--- src/rtl/dft_crm_pkg.sv ---
// Shared definitions for the CRM clock divider and its ratio-update controller.
// The divider and the controller both import this package, so the scan-shift
// qualification and the state encoding stay identical in both blocks.
package dft_crm_pkg;

   // Ratio-update sequence: accept, wait for terminal count, gate, load, acknowledge.
   typedef enum logic [2:0] {
      IDLE    = 3'd0,
      WAIT_TC = 3'd1,
      GATE    = 3'd2,
      LOAD    = 3'd3,
      ACK     = 3'd4
   } state_t;

   // Number of bits needed for a counter that must hold values up to maxVal.
   function automatic int cntWidth(input int maxVal);
      return (maxVal < 1) ? 1 : $clog2(maxVal + 1);
   endfunction

   // Scan shift at normal speed; at-speed test keeps the functional path alive.
   function automatic logic testSel(input logic testMode,
                                    input logic testSe,
                                    input logic testHsMode);
      return testMode & testSe & ~testHsMode;
   endfunction

endpackage

--- src/rtl/dft_crm_div_cfg_ctrl_if.sv ---
// Ratio-change request channel between the register/CRM control side (master)
// and the ratio-update controller (slave). cfg_req is a level held until
// cfg_ack; cfg_ratio is stable while cfg_req is high.
interface dft_crm_div_cfg_ctrl_if #(
   parameter int DIV_W = 4
);

   logic             cfg_req;
   logic [DIV_W-1:0] cfg_ratio;
   logic             cfg_ack;
   logic             cfg_err;

   modport master (
      output cfg_req,
      output cfg_ratio,
      input  cfg_ack,
      input  cfg_err
   );

   modport slave (
      input  cfg_req,
      input  cfg_ratio,
      output cfg_ack,
      output cfg_err
   );

endinterface

--- src/rtl/dft_crm_div_cfg_ctrl.sv ---
// Runtime ratio-update controller for the CRM clock divider.
// A new ratio is only applied right after the divider's terminal count, with
// the divided clock gated around the load so no runt or stretched pulse
// escapes. If the terminal count never arrives, a bounded wait forces the
// load and leaves a sticky flag behind. During scan shift the controller
// refuses or abandons updates so the divider's bypass path is left alone.
// Every output comes straight from a flop.
module dft_crm_div_cfg_ctrl
   import dft_crm_pkg::*;
#(
   parameter int DIV_W      = 4,
   parameter int DEF_RATIO  = 3,
   parameter int GATE_CYC   = 2,
   parameter int TC_TIMEOUT = 64
) (
   input  logic                 clk,
   input  logic                 rst,
   input  logic                 test_mode,
   input  logic                 test_se,
   input  logic                 test_hs_mode,
   dft_crm_div_cfg_ctrl_if.slave cfg,
   input  logic                 div_tc,
   output logic [DIV_W-1:0]     div_ratio,
   output logic                 div_load,
   output logic                 div_gate_n,
   output logic                 busy,
   output logic                 tc_timeout
);

   // One down-counter serves both the terminal-count timeout and the gate
   // window, so it is sized for whichever of the two is longer.
   localparam int CNT_MAX = (TC_TIMEOUT > GATE_CYC) ? TC_TIMEOUT : GATE_CYC;
   localparam int CNT_W   = cntWidth(CNT_MAX);

   localparam logic [CNT_W-1:0] TO_LOAD   = CNT_W'(TC_TIMEOUT - 1);
   localparam logic [CNT_W-1:0] GATE_LOAD = CNT_W'(GATE_CYC - 1);
   localparam logic [DIV_W-1:0] DEF_VAL   = DIV_W'(DEF_RATIO);

   state_t           state_q;
   logic [DIV_W-1:0] ratio_q;
   logic [DIV_W-1:0] div_ratio_q;
   logic [CNT_W-1:0] cnt_q;
   logic             ack_lock_q;
   logic             cfg_ack_q;
   logic             cfg_err_q;
   logic             div_load_q;
   logic             div_gate_n_q;
   logic             busy_q;
   logic             tc_timeout_q;
   logic             test_sel;

   assign test_sel = testSel(test_mode, test_se, test_hs_mode);

   // Sequencer: every output is set on the edge that enters the state it
   // belongs to. Entering ACK always arms ack_lock so a request still held
   // high is not taken twice; the lock drops once cfg_req is seen low.
   always_ff @(posedge clk) begin
      if (rst) begin
         state_q      <= IDLE;
         ratio_q      <= DEF_VAL;
         div_ratio_q  <= DEF_VAL;
         cnt_q        <= '0;
         ack_lock_q   <= 1'b0;
         cfg_ack_q    <= 1'b0;
         cfg_err_q    <= 1'b0;
         div_load_q   <= 1'b0;
         div_gate_n_q <= 1'b1;
         busy_q       <= 1'b0;
         tc_timeout_q <= 1'b0;
      end else begin
         if (!cfg.cfg_req) begin
            ack_lock_q <= 1'b0;
         end

         case (state_q)
            IDLE: begin
               if (!test_sel && cfg.cfg_req && !ack_lock_q) begin
                  ratio_q <= cfg.cfg_ratio;
                  busy_q  <= 1'b1;
                  if (cfg.cfg_ratio == '0) begin
                     state_q    <= ACK;
                     cfg_ack_q  <= 1'b1;
                     cfg_err_q  <= 1'b1;
                     ack_lock_q <= 1'b1;
                  end else if (cfg.cfg_ratio == div_ratio_q) begin
                     state_q    <= ACK;
                     cfg_ack_q  <= 1'b1;
                     ack_lock_q <= 1'b1;
                  end else begin
                     state_q <= WAIT_TC;
                     cnt_q   <= TO_LOAD;
                  end
               end
            end

            WAIT_TC: begin
               if (test_sel) begin
                  state_q      <= ACK;
                  cfg_ack_q    <= 1'b1;
                  cfg_err_q    <= 1'b1;
                  div_gate_n_q <= 1'b1;
                  ack_lock_q   <= 1'b1;
               end else if (div_tc) begin
                  state_q      <= GATE;
                  div_gate_n_q <= 1'b0;
                  cnt_q        <= GATE_LOAD;
               end else if (cnt_q == '0) begin
                  state_q      <= GATE;
                  div_gate_n_q <= 1'b0;
                  cnt_q        <= GATE_LOAD;
                  tc_timeout_q <= 1'b1;
               end else begin
                  cnt_q <= cnt_q - 1'b1;
               end
            end

            GATE: begin
               if (test_sel) begin
                  state_q      <= ACK;
                  cfg_ack_q    <= 1'b1;
                  cfg_err_q    <= 1'b1;
                  div_gate_n_q <= 1'b1;
                  ack_lock_q   <= 1'b1;
               end else if (cnt_q == '0) begin
                  state_q     <= LOAD;
                  div_ratio_q <= ratio_q;
                  div_load_q  <= 1'b1;
               end else begin
                  cnt_q <= cnt_q - 1'b1;
               end
            end

            LOAD: begin
               state_q      <= ACK;
               div_load_q   <= 1'b0;
               div_gate_n_q <= 1'b1;
               cfg_ack_q    <= 1'b1;
               ack_lock_q   <= 1'b1;
            end

            ACK: begin
               state_q   <= IDLE;
               cfg_ack_q <= 1'b0;
               cfg_err_q <= 1'b0;
               busy_q    <= 1'b0;
            end

            default: begin
               state_q      <= IDLE;
               cfg_ack_q    <= 1'b0;
               cfg_err_q    <= 1'b0;
               div_load_q   <= 1'b0;
               div_gate_n_q <= 1'b1;
               busy_q       <= 1'b0;
            end
         endcase
      end
   end

   assign cfg.cfg_ack = cfg_ack_q;
   assign cfg.cfg_err = cfg_err_q;
   assign div_ratio   = div_ratio_q;
   assign div_load    = div_load_q;
   assign div_gate_n  = div_gate_n_q;
   assign busy        = busy_q;
   assign tc_timeout  = tc_timeout_q;

endmodule

--- src/flat_wrapper.sv ---
// flat-port wrapper written by rule: the top's interface ports become plain ports
module dft_crm_div_cfg_ctrl_flat import dft_crm_pkg::*;
#(
   parameter int DIV_W      = 4,
   parameter int DEF_RATIO  = 3,
   parameter int GATE_CYC   = 2,
   parameter int TC_TIMEOUT = 64
)
  (clk, rst, test_mode, test_se, test_hs_mode, div_tc, div_ratio, div_load, div_gate_n, busy, tc_timeout, cfg_cfg_req, cfg_cfg_ratio, cfg_cfg_ack, cfg_cfg_err);
  dft_crm_div_cfg_ctrl_if #(.DIV_W(DIV_W)) cfg_i ();
  input  logic clk;
  input  logic rst;
  input  logic test_mode;
  input  logic test_se;
  input  logic test_hs_mode;
  input  logic div_tc;
  output logic [DIV_W-1:0] div_ratio;
  output logic div_load;
  output logic div_gate_n;
  output logic busy;
  output logic tc_timeout;
  input wire logic [$bits(cfg_i.cfg_req)-1:0] cfg_cfg_req;
  input wire logic [$bits(cfg_i.cfg_ratio)-1:0] cfg_cfg_ratio;
  output wire logic [$bits(cfg_i.cfg_ack)-1:0] cfg_cfg_ack;
  output wire logic [$bits(cfg_i.cfg_err)-1:0] cfg_cfg_err;
  assign cfg_i.cfg_req = cfg_cfg_req;
  assign cfg_i.cfg_ratio = cfg_cfg_ratio;
  assign cfg_cfg_ack = cfg_i.cfg_ack;
  assign cfg_cfg_err = cfg_i.cfg_err;
  dft_crm_div_cfg_ctrl #(.DIV_W(DIV_W), .DEF_RATIO(DEF_RATIO), .GATE_CYC(GATE_CYC), .TC_TIMEOUT(TC_TIMEOUT)) u_core (.clk(clk), .rst(rst), .test_mode(test_mode), .test_se(test_se), .test_hs_mode(test_hs_mode), .cfg(cfg_i), .div_tc(div_tc), .div_ratio(div_ratio), .div_load(div_load), .div_gate_n(div_gate_n), .busy(busy), .tc_timeout(tc_timeout));
endmodule
--- config.mk ---
export PLATFORM = sky130hd
export DESIGN_NAME = dft_crm_div_cfg_ctrl_flat
export DESIGN_NICKNAME = d
export VERILOG_FILES = /design/src/rtl/dft_crm_pkg.sv /design/src/rtl/dft_crm_div_cfg_ctrl_if.sv /design/src/rtl/dft_crm_div_cfg_ctrl.sv /design/src/flat_wrapper.sv
export SDC_FILE = /design/constraint.sdc
export NUM_CORES = 1
export LEC_CHECK = 0
export BUFFER_PORTS_ARGS = -buffer_cell sky130_fd_sc_hd__buf_2
export CAP_MARGIN = 20
export CORE_MARGIN = 10
export CORE_UTILIZATION = 55
export DETAILED_ROUTE_END_ITERATION = 12
export HOLD_SLACK_MARGIN = 0.02
export PLACE_DENSITY_LB_ADDON = 0.25
export RECOVER_POWER = 50
export SKIP_CTS_REPAIR_TIMING = 1
export SYNTH_ARGS = -nofsm -noshare
export SYNTH_HDL_FRONTEND = slang
export SYNTH_SLANG_ARGS = --single-unit
--- constraint.sdc ---
create_clock -name clk -period 2.35 [get_ports clk]
set_input_delay 0.1175 -clock clk [delete_from_list [all_inputs] [get_ports clk]]
set_output_delay 0.1175 -clock clk [all_outputs]
set_load 0.005 [all_outputs]
==> impl_metrics.toml <==
[critical_path]
arrival_ps = 2260
timing.rr.start = "u_core.cnt_q[0]"
ff2ff_path_depth = 7
endpoint_kind = "flop"
criticalPathCategory = "reg2reg"
r2r-end = "u_core.cnt_q[5]"
rrSetupSlack_ps = 300
cp-start-kind = "flop"
crit_fanout = 7
cp.required_ps = 2570

[min_path]
hold_end = "u_core.ratio_q[1]"
whs_path_depth = 3
hold_class = "in2reg"
min-delay-start = "cfg_cfg_ratio[1]"

[final_layout]
nFillCells = 211
area_growth_pct = 9.03
diodes = 0
fin_nets = 182
drive_gt1_frac = 0.143

[run_status]
outcome = "finished, violations left"
violations = "DRC"

[timing]
tns_ps = 0
finalHoldViolCount = 0
setup_viol = 0
rsz0062_at_grt = "no"
slew_headroom = 0.655
min_period_over_period = 0.870
worstMarginPinSlew_ps = 512
slew_violations = 0
max_clock_freq_ghz = 0.489
clock_skew_ps = 1.61
holdWs_ps = 57.3
finalCriticalPeriod_ps = 2050

[route]
drc = 2
wire_per_inst_um = 15.4
via_per_inst = 5.90
wl_met2_mm = 1.41
drt_iter0_markers = 53
routed-wl-met3_um = 270
wl_met1_mm = 1.31
wirelength_mm = 3.03
drt_pre_antenna_iters = 8
vias = 1156
ant_nets = 0
highest_layer = "met4"

[synthesis]
ys.flop_type = "dfxtp_1"
syn_inst = 149
ys_ff_latch = 25
seq_area_frac_synth = 0.376
synth-edff-count = 0
synth_area_per_cell_um2 = 8.93
ys_types = 44
synth_nets = 162
async_reset_ff_frac = 0
synth.cell_area_mm2 = 0.00133
yosysWarnings = 0

[clocking]
clock-sinks = 25
clkTransAtPathRegs_ps = 120
cts_max_path_buffers = 2
cts_tree = "built"
htreeDepth = 1
root_buffer = "clkbuf_4"
clk_latency_ps = 310
cts_made_buffers = 3

[grt]
grt.total_usage = 0.124
grt_max_degree = 17
grt_pass1_wl_mm = 5.14
antenna_found_initial = 0
grt-ovfl-total = 0
grt_pass1_vias = 1116

[power]
power.leakage_nw = 0.608
internal-power_mw = 0.932
pwr-share-clk = 0.119
power.density_mw_per_mm2 = 1090
swShare = 0.410
seqPwrFrac = 0.416
p_comb_frac = 0.465
irDropWorstVdd_mv = 0.668
p_sw_mw = 0.647

[floorplanning]
start_util = 0.590
rows = 17
core_mm2 = 0.00225
io_pins = 21
fp.dieH_um = 69.2
fp.dieArea_mm2 = 0.00479
die_x_um = 69.2

[placement]
port_buffers = 20
gp_congestion = 0.890
hpwl_mm = 2.34

[job]
max_cap_viol_count = 0
[metrics by stage]
stage | power [mW] | utilization | setup slack [ps] | cells | area (um^2)
after floorplan | 1.24 | - | 621 | 149 | 1330
after global placement | 1.37 | 0.637 | 502 | 192 | 1440
after detailed placement | 1.41 | 0.637 | 370 | 192 | 1440
after CTS | 1.59 | 0.649 | 349 | 196 | 1460
after global routing | 1.71 | 0.643 | 191 | 196 | 1450
final | 1.58 | 0.643 | 304 | 196 | 1450
[cells in the final DEF, fill, tap and decap left out, drive strengths merged, types with 2 or more instances in the layout]
cell type,count
xnor2,6
buf,12
o31ai,3
mux2,4
nor2,12
o21ai,6
clkbuf,12
nand2,12
dfxtp,25
inv,6
nor3,3
nand3,4
maj3,2
and3,2
xor2,2
nor4,2
mux2i,8
nor2b,7
a2111o,2
ha,2
a41oi,2
a21oi,15
or3,2
nand2b,4
[metal layers]
| metal | vias up | global-route usage |
|---|---|---|
| li1 | 571 | - |
| met1 | 522 | 0.153 |
| met2 | 57 | 0.198 |
| met3 | 6 | 0.0342 |
| met4 | 0 | 0.0466 |
| met5 | - | 0 |
[critical path: stages, from the launching register on]
cell	delay, ps
dfxtp_1	400
inv_1	90
ha_1	210
and2b_1	200
a21oi_1	150
o21ai_1	150
nor2_2	350
mux2_2	380
[Yosys cell counts (2+ instances only)]
master    count  area share
and3_1        2      0.0094
clkbuf_1      2      0.0056
a2111o_1      2       0.017
nor2_1       11       0.031
nand3_1       4       0.015
mux2_2        4       0.034
nor2b_1       7       0.033
xor2_1        2       0.013
or3_1         2      0.0094
dfxtp_1      25        0.38
buf_2         2      0.0075
mux2i_1       8       0.060
nor3_1        3       0.011
inv_1         6       0.017
o31ai_1       2       0.011
maj3_1        2       0.015
ha_1          2       0.019
a41oi_1       2       0.013
xnor2_1       6       0.040
nand2_1      11       0.031
nand2b_1      4       0.019
a21oi_1      15       0.056
o21ai_0       4       0.015
[cells by family after synthesis]
family	share of synthesized area
AOI/OAI and AO/OA	0.185
DFF	0.376
and+or+nand+nor	0.219
buffers and inverters	0.0386
xor gates and xnor gates	0.0527
adders and majority gates	0.0339
muxes	0.0941
[worst max-delay path by stage]
stage                     depth (start not counted)       startpoint  slack, ps              end
final                                             7  u_core.cnt_q[0]        300  u_core.cnt_q[5]
after global routing                              7  u_core.cnt_q[0]        190  u_core.cnt_q[5]
after CTS                                         7  u_core.cnt_q[0]        350  u_core.cnt_q[4]
after detailed placement                          7  u_core.cnt_q[0]        370  u_core.cnt_q[5]
after global placement                            7  u_core.cnt_q[0]        500  u_core.cnt_q[3]
after floorplan                                   7  u_core.cnt_q[0]        620  u_core.cnt_q[2]
[sequential cells by signal (all words and copies together) (netlist names)]
name	flops
u_core.busy	1
u_core.tc_timeout	1
u_core.div_load	1
u_core.div_gate_n	1
u_core.state_q	3
u_core.ack_lock_q	1
u_core.div_ratio	4
u_core.cnt_q	7
u_core.cfg.cfg_err	1
u_core.ratio_q	4
u_core.cfg.cfg_ack	1
[power by group through the flow]
stage	clock [mW]	combinational [mW]	sequential [mW]
floorplan	0	0.629	0.608
CTS	0.187	0.745	0.654
finish	0.187	0.735	0.657
global placement	0	0.713	0.658
global route	0.212	0.826	0.677
detailed placement	0	0.741	0.664
[layout make-up]
class / instances / area, um^2 / area share
Clock buffer: 4 / 26.3 / 0.0181
Timing Repair Buffer: 20 / 90.1 / 0.0621
Sequential cell: 25 / 500 / 0.345
Inverter: 6 / 22.5 / 0.0155
Multi-Input combinational cell: 113 / 776 / 0.535
Tap cell: 28 / 35.0 / 0.0242
(Power assumes the default switching activity.)
